`src/rtl/cpu_core_param.sv`:
```
// rtl/cpu_core_param.sv - parametrised multicycle accumulator CPU core with synchronous RAM port
module cpu_core_param #(
    parameter int DATA_WIDTH = 8,
    parameter int ADDR_WIDTH = 4
) (
    input  logic                  i_clk,
    input  logic                  i_reset,
    input  logic                  i_enable,
    output logic [ADDR_WIDTH-1:0] o_mem_addr,
    output logic                  o_mem_re,
    output logic                  o_mem_we,
    output logic [DATA_WIDTH-1:0] o_mem_wdata,
    input  logic [DATA_WIDTH-1:0] i_mem_rdata,
    output logic [DATA_WIDTH-1:0] o_out,
    output logic                  o_out_valid,
    output logic                  o_flag_c,
    output logic                  o_flag_z,
    output logic                  o_halted
);
    typedef enum logic [2:0] {
        S_FETCH,
        S_LOAD_IR,
        S_DECODE,
        S_MEM_WAIT,
        S_EXEC,
        S_HALTED
    } state_t;

    localparam logic [3:0] OP_LDA = 4'h1;
    localparam logic [3:0] OP_ADD = 4'h2;
    localparam logic [3:0] OP_SUB = 4'h3;
    localparam logic [3:0] OP_STA = 4'h4;
    localparam logic [3:0] OP_LDI = 4'h5;
    localparam logic [3:0] OP_JMP = 4'h6;
    localparam logic [3:0] OP_JC  = 4'h7;
    localparam logic [3:0] OP_JZ  = 4'h8;
    localparam logic [3:0] OP_OUT = 4'hE;
    localparam logic [3:0] OP_HLT = 4'hF;

    state_t                  r_state;
    state_t                  w_next;
    logic [ADDR_WIDTH-1:0]   r_pc;
    logic [DATA_WIDTH-1:0]   r_a;
    logic [DATA_WIDTH-1:0]   r_b;
    logic [DATA_WIDTH-1:0]   r_ir;
    logic [DATA_WIDTH-1:0]   r_out;
    logic                    r_c;
    logic                    r_z;
    logic                    r_out_pend;

    logic [3:0]              w_op;
    logic [ADDR_WIDTH-1:0]   w_arg;
    logic [DATA_WIDTH:0]     w_sum;
    logic [DATA_WIDTH:0]     w_diff;
    logic [DATA_WIDTH-1:0]   w_res;
    logic                    w_carry;
    logic                    w_re;
    logic                    w_we;
    logic [ADDR_WIDTH-1:0]   w_addr;

    assign w_op  = r_ir[DATA_WIDTH-1 -: 4];
    assign w_arg = r_ir[ADDR_WIDTH-1:0];

    generate
        if (DATA_WIDTH > 4 + ADDR_WIDTH) begin : g_mid
            logic w_mid_unused;
            assign w_mid_unused = ^r_ir[DATA_WIDTH-5:ADDR_WIDTH];
        end
    endgenerate

    // Top bit of the difference is the borrow; carry flag stores its inverse.
    assign w_sum   = {1'b0, r_a} + {1'b0, r_b};
    assign w_diff  = {1'b0, r_a} - {1'b0, r_b};
    assign w_res   = (w_op == OP_SUB) ? w_diff[DATA_WIDTH-1:0] : w_sum[DATA_WIDTH-1:0];
    assign w_carry = (w_op == OP_SUB) ? ~w_diff[DATA_WIDTH] : w_sum[DATA_WIDTH];

    always_comb begin
        w_next = r_state;
        w_re   = 1'b0;
        w_we   = 1'b0;
        w_addr = r_pc;
        case (r_state)
            S_FETCH: begin
                w_re   = 1'b1;
                w_next = S_LOAD_IR;
            end
            S_LOAD_IR: w_next = S_DECODE;
            S_DECODE: begin
                w_addr = w_arg;
                case (w_op)
                    OP_LDA, OP_ADD, OP_SUB: begin
                        w_re   = 1'b1;
                        w_next = S_MEM_WAIT;
                    end
                    OP_STA: begin
                        w_we   = 1'b1;
                        w_next = S_FETCH;
                    end
                    OP_HLT:  w_next = S_HALTED;
                    default: w_next = S_FETCH;
                endcase
            end
            S_MEM_WAIT: w_next = (w_op == OP_LDA) ? S_FETCH : S_EXEC;
            S_EXEC:     w_next = S_FETCH;
            S_HALTED:   w_next = S_HALTED;
            default:    w_next = S_FETCH;
        endcase
    end

    always_ff @(posedge i_clk) begin
        if (i_reset) begin
            r_state    <= S_FETCH;
            r_pc       <= '0;
            r_a        <= '0;
            r_b        <= '0;
            r_ir       <= '0;
            r_out      <= '0;
            r_c        <= 1'b0;
            r_z        <= 1'b0;
            r_out_pend <= 1'b0;
        end else if (i_enable) begin
            r_state    <= w_next;
            r_out_pend <= (r_state == S_DECODE) && (w_op == OP_OUT);
            case (r_state)
                S_LOAD_IR: begin
                    r_ir <= i_mem_rdata;
                    r_pc <= r_pc + ADDR_WIDTH'(1);
                end
                S_DECODE: begin
                    case (w_op)
                        OP_LDI:  r_a <= {{(DATA_WIDTH-ADDR_WIDTH){1'b0}}, w_arg};
                        OP_JMP:  r_pc <= w_arg;
                        OP_JC:   if (r_c) r_pc <= w_arg;
                        OP_JZ:   if (r_z) r_pc <= w_arg;
                        OP_OUT:  r_out <= r_a;
                        default: ;
                    endcase
                end
                S_MEM_WAIT: begin
                    if (w_op == OP_LDA) r_a <= i_mem_rdata;
                    else                r_b <= i_mem_rdata;
                end
                S_EXEC: begin
                    r_a <= w_res;
                    r_c <= w_carry;
                    r_z <= (w_res == '0);
                end
                default: ;
            endcase
        end
    end

    // A pending out pulse survives a stall and shows once enable returns.
    assign o_mem_addr  = w_addr;
    assign o_mem_re    = w_re & i_enable & ~i_reset;
    assign o_mem_we    = w_we & i_enable & ~i_reset;
    assign o_mem_wdata = r_a;
    assign o_out       = r_out;
    assign o_out_valid = r_out_pend & i_enable & ~i_reset;
    assign o_flag_c    = r_c;
    assign o_flag_z    = r_z;
    assign o_halted    = (r_state == S_HALTED);
endmodule

```
`config.mk`:
```
export PLATFORM = sky130hd
export DESIGN_NAME = cpu_core_param
export DESIGN_NICKNAME = d
export VERILOG_FILES = /design/src/rtl/cpu_core_param.sv
export SDC_FILE = /design/constraint.sdc
export NUM_CORES = 1
export LEC_CHECK = 0
export CELL_PAD_IN_SITES_DETAIL_PLACEMENT = 0
export CELL_PAD_IN_SITES_GLOBAL_PLACEMENT = 1
export CORE_MARGIN = 10
export CORE_UTILIZATION = 35
export DETAILED_ROUTE_END_ITERATION = 8
export PLACE_DENSITY_LB_ADDON = 0.1
export REMOVE_ABC_BUFFERS = 1
export SYNTH_ARGS = -nofsm -noshare
export SYNTH_HDL_FRONTEND = slang
export SYNTH_SLANG_ARGS = --single-unit
export TNS_END_PERCENT = 10
```
`constraint.sdc`:
```
create_clock -name i_clk -period 2.8 [get_ports i_clk]
set_input_delay 0.28 -clock i_clk [delete_from_list [all_inputs] [get_ports i_clk]]
set_output_delay 0.28 -clock i_clk [all_outputs]
set_load 0.05 [all_outputs]
```
## Word level (Yosys, flattened, before mapping)

Index checks and enable logic that the tools add are counted.

| cells by class | value |
|---|---|
| eq/ne operators | 20 |
| add/subtract/negate cells | 3 |
| bitwise operators | 9 |
| muxes and demuxes | 17 |
| reductions and logical operators | 12 |

Operator list:

| operator | number |
|---|---|
| $mux W8 | 3 |
| $pmux W8 S3 | 1 |
| $eq A4 B3 Y1 const B | 4 |
| $pmux W3 S5 | 1 |
| $eq A4 B4 Y1 const B | 3 |
| $mux W4 | 3 |
| $pmux W4 S3 | 1 |
| $add A8 B8 Y9 | 1 |
| $sub A8 B8 Y9 | 1 |
| $eq A4 B2 Y1 const B | 2 |
| $logic_not A8 Y1 | 1 |
| $pmux W4 S2 | 1 |
| $and A1 B1 Y1 | 6 |
| $eq A3 B2 Y1 const B | 2 |
| $eq A3 B3 Y1 const B | 2 |
| $ne A3 B3 Y1 const B | 2 |
| $pmux W3 S2 | 1 |
| $reduce_and A3 Y1 | 2 |
| $reduce_and A5 Y1 | 1 |
| $add A4 B1 Y4 const B | 1 |
| $eq A4 B1 Y1 const B | 1 |
| $mux W1 | 4 |
| $ne A4 B1 Y1 const B | 1 |
| $reduce_and A2 Y1 | 2 |
| 12 further kinds | 14 |

| word-level totals | value |
|---|---|
| register bits | 42 |
| input bits | 11 |
| output and inout port bits | 26 |

## Longest topological paths before layout

| depth | value |
|---|---|
| depth in word-level cells | 6 |
| gate-level depth with buffers | 10 |
| mapped depth without buffers | 10 |

## Worst setup path before layout

Ideal clock, no wire load.

| timing path | value |
|---|---|
| path type | reg2out |
| start | reg r_ir[6] |
| end | out o_mem_re |
| setup slack | -0.653 ns |
| required time | 2.520 ns |
| cell stages (with the launch flop) | 5 |
| data arrival time | 3.173 ns |
| path buffers | 1 |
| path through | dfxtp_1 > buf_2 > nor2_1 > o21ai_0 > a2111oi_0 |

| between the ends | value |
|---|---|
| cells in the longest elaborated chain, start to end | 6 |

Ends and longest elaborated chain:

| element | RTL line | source |
|---|---|---|
| start: declaration | 45 | `logic [DATA_WIDTH-1:0] r_ir;` |
| start signal: assignment | 126 | `r_ir <= i_mem_rdata;` |
| $eq A4 B2 Y1 or $eq A4 B1 Y1 (tied branches) | 90 | `case (w_op)` |
| $reduce_or A3 Y1 * | 90 |  |
| $mux W1 * | 90 |  |
| $pmux W1 S2 * | 82 | `case (r_state)` |
| $and A1 B1 Y1 * (2 in series) | 155 | `assign o_mem_re = w_re & i_enable & ~i_reset;` |
| end: declaration | 10 | `output logic o_mem_re,` |

Every way passes the cells marked *; elsewhere a longest branch is shown, timed or not.

## Worst setup path in the final report

| timing path | value |
|---|---|
| start | reg r_state[1] |
| end | out o_mem_addr[1] |

| between the ends | value |
|---|---|
| cells in the longest elaborated chain, start to end | 2 |

Ends and longest elaborated chain:

| element | RTL line | source |
|---|---|---|
| start: declaration | 40 | `state_t r_state;` |
| start signal: assignment | 122 | `r_state <= w_next;` |
| $eq A3 B2 Y1 | 82 |  |
| $mux W4 | 82 |  |
| end: declaration | 9 | `output logic [ADDR_WIDTH-1:0] o_mem_addr,` |

Every way passes these cells.

==> impl_results.md <==
- Status: completed
- Buffer count from post-CTS setup fixing: 0
- First-iteration detailed-routing DRC count: 113
- Area Growth Syn to Fin: 23.20%
- Top delay family on crit path: buffers and inverters
- Hold/Removal Path Class: reg -> reg
- RSZ-0062 raised after global routing: no
- Final Max Tran Viols: 0
- Pre-CTS setup slack: 0.4134 ns
- Syn. warnings: 0
- Mean Syn Cell Area: 7.995 sq um
- Metal1 wirelength: 3596 um
- Synthesized cell area: 0.002686 sq mm
- Top_reg_cell synth: dfxtp_1
- Die area: 0.01158 sq mm
- Most frequent cell after synthesis: nor2_1
- Fraction of layout cells with a size suffix above 1: 9.091%
- # clock sinks: 42
- TritonRoute pass-1 iters: 4
- GP Congestion: 0.8557
- Avg WL per Cell: 15.89 um
- Min Hold Slack: 0.4537 ns
- CTS buffer count: 5
- Hold_buf cts: 0
- Total Power: 1.259 mW
- Max layer used: met4
- Static Leakage: 1.349 nW
- Initial antenna violation count: 0
- Placed Cells: 465
- Final Non-Filler Cells: 473
- Drt via density: 5.165
- Final setup viols: 0
- WP buf/inv: 1
- H-Tree Depth: 2
- Crit-path slowest cell: clkdlybuf4s50_1
- Clock transition at path regs: 0.09 ns
- Synth area leader: dfxtp_1
- Seq cells post-synth: 42
- CP Depth: 3
- Final worst slack: 0.3249 ns
- Met2 wire length: 3382 um
- Hold Crit Depth: 2
- Register area share after synthesis: 31.30%
- CP max stage delay: 0.70 ns
- Routed Antenna Nets: 0
- Period utilization: 88.40%
- Maxcap violations: 0
- Post-Route WL: 7514 um
- CTS resizes: 0
- Vias in the first global route: 2451
- Rows: 31
- Die height: 107.6 um
- Horiz. Die Dim: 107.6 um
- Critical path arrival: 2.20 ns
- Clock Latency Late Sink: 0.30 ns
- Total GRT Usage: 13.43%
- Crit Path Category: reg -> out
- Root buf cell: clkbuf_8
- Filler Cell Count: 783
- CTS tree: done
- Post-synth ARST share: 0%
- Synth top area share: 31.30%
- First-pass GRT wire length: 12680 um
- # IOs: 37
- Post-DP Area: 0.003199 sq mm
- Top cells by area, synth: dfxtp_1, ha_1, mux2i_1
- Number of diodes: 0
- Core ar.: 0.007370 sq mm
- Hpwl dp: 5581 um
- Clk buf depth: 2
- Port buffer count: 36
- Routed wl met3: 472 um
- Max Fclk: 404.0 MHz
- Critical path peak fanout: 9
- Period minus WS final: 2.475 ns
- Commonest cells in the netlist: nor2_1, dfxtp_1, nand2_1
- Worst r2r path cells: 10
- Vias after detailed routing: 2443
- Fin area: 0.003309 sq mm
- Netlist cell types: 53
- Worst R2R Setup Slack: 0.39 ns
- Clk_skew: 0.006037 ns
- Crit path cell chain: nor3b_2 > mux2_2 > clkdlybuf4s50_1
- Global route total overflow: 0
- EDFF count, synth: 0
- CP Capture Type: primary output
- Worst IR Drop VDD: 0.0001698 V
- P per Cell Area: 380.5 mW/mm^2
- Largest net degree at the start of global routing: 44
- Final #Nets: 404
- Post-route DRC: 0
- Crit start category: flip-flop
- Starting Density: 36.45%
- CP required: 2.52 ns
- Final hold viol count: 0
- Worst slew pin tran: 0.5999 ns
- Cells after Synth: 336
- Slew headroom: 59.86%
-- final timing paths --
check | from | end
min reg2reg | r_out_pend | r_out_pend
max reg2reg | o_mem_wdata[0] | o_flag_z
max | r_state[1] | o_mem_addr[1]
min | r_out_pend | r_out_pend
-- cell usage in the layout (no fill, tap or decap), drive strengths merged, types with 4 or more instances in the layout --
master,n
inv,20
a221oi,4
clkbuf,6
ha,18
clkdlybuf4s50,31
nor3,5
mux2i,18
nor2b,5
a21oi,28
dfxtp,42
nand2b,7
buf,18
a311oi,5
nor2,45
o21ai,11
nand2,37
nor3b,5
nand3,11
a211oi,7
-- kinds of logic (layout without fill, tap and decap cells) --
| kind of cell | Yosys count | in the layout | share of synthesized area (%) |
|---|---|---|---|
| AOI/OAI and AO/OA | 78 | 78 | 19.61 |
| xor gates and xnor gates | 3 | 3 | 0.9783 |
| adders and majority gates | 20 | 20 | 9.874 |
| buffers and inverters | 39 | 77 | 6.288 |
| DFF | 42 | 42 | 31.30 |
| muxes | 20 | 20 | 7.545 |
| and+or+nand+nor | 134 | 134 | 24.41 |
-- final cells by class --
type / instances / area [sq um] / share of cell area, %
Inverter: 20 / 75.07 / 2.268
Sequential cell: 42 / 840.8 / 25.41
Clock inverter: 2 / 37.54 / 1.134
Clock buffer: 6 / 72.57 / 2.193
Tap cell: 99 / 123.9 / 3.743
Timing Repair Buffer: 49 / 483.0 / 14.59
Multi-Input combinational cell: 255 / 1677 / 50.66
-- worst min-delay path: stages, from the launching register on --
cell	delay, ns
dfxtp_1	0.32
nand2_1	0.05
a21oi_1	0.05
-- per-layer routing --
metal / track usage [%] / vias to the layer above
li1: - / 1252
met4: 2.863 / 0
met3: 3.413 / 6
met1: 17.73 / 1134
met2: 21.47 / 51
met5: 0 / -
-- where the power goes --
group / switching (mW) / internal [mW] / total [mW] / leakage (nW)
Clock: 0.236 / 0.267 / 0.503 / 0.0514
Combinational: 0.0795 / 0.0567 / 0.136 / 0.958
Sequential: 0.0135 / 0.607 / 0.620 / 0.339
Total: 0.329 / 0.930 / 1.26 / 1.35
-- flip-flops by register name, summed over array words and instances (netlist names) --
register and flops:
r_ir 8, o_flag_z 1, o_flag_c 1, o_mem_wdata 8
r_pc 4, r_b 8, r_out_pend 1, r_state 3
o_out 8
-- per-stage QoR --
| stage | setup TNS (ns) | utilization, % |
|---|---|---|
| after floorplan | -0.5975 | - |
| after global placement | 0 | 43.41 |
| after detailed placement | 0 | 43.41 |
| after CTS | 0 | 44.91 |
| after global routing | 0 | 44.91 |
| final | 0 | 44.91 |
Power figures use the tool's default switching activity.
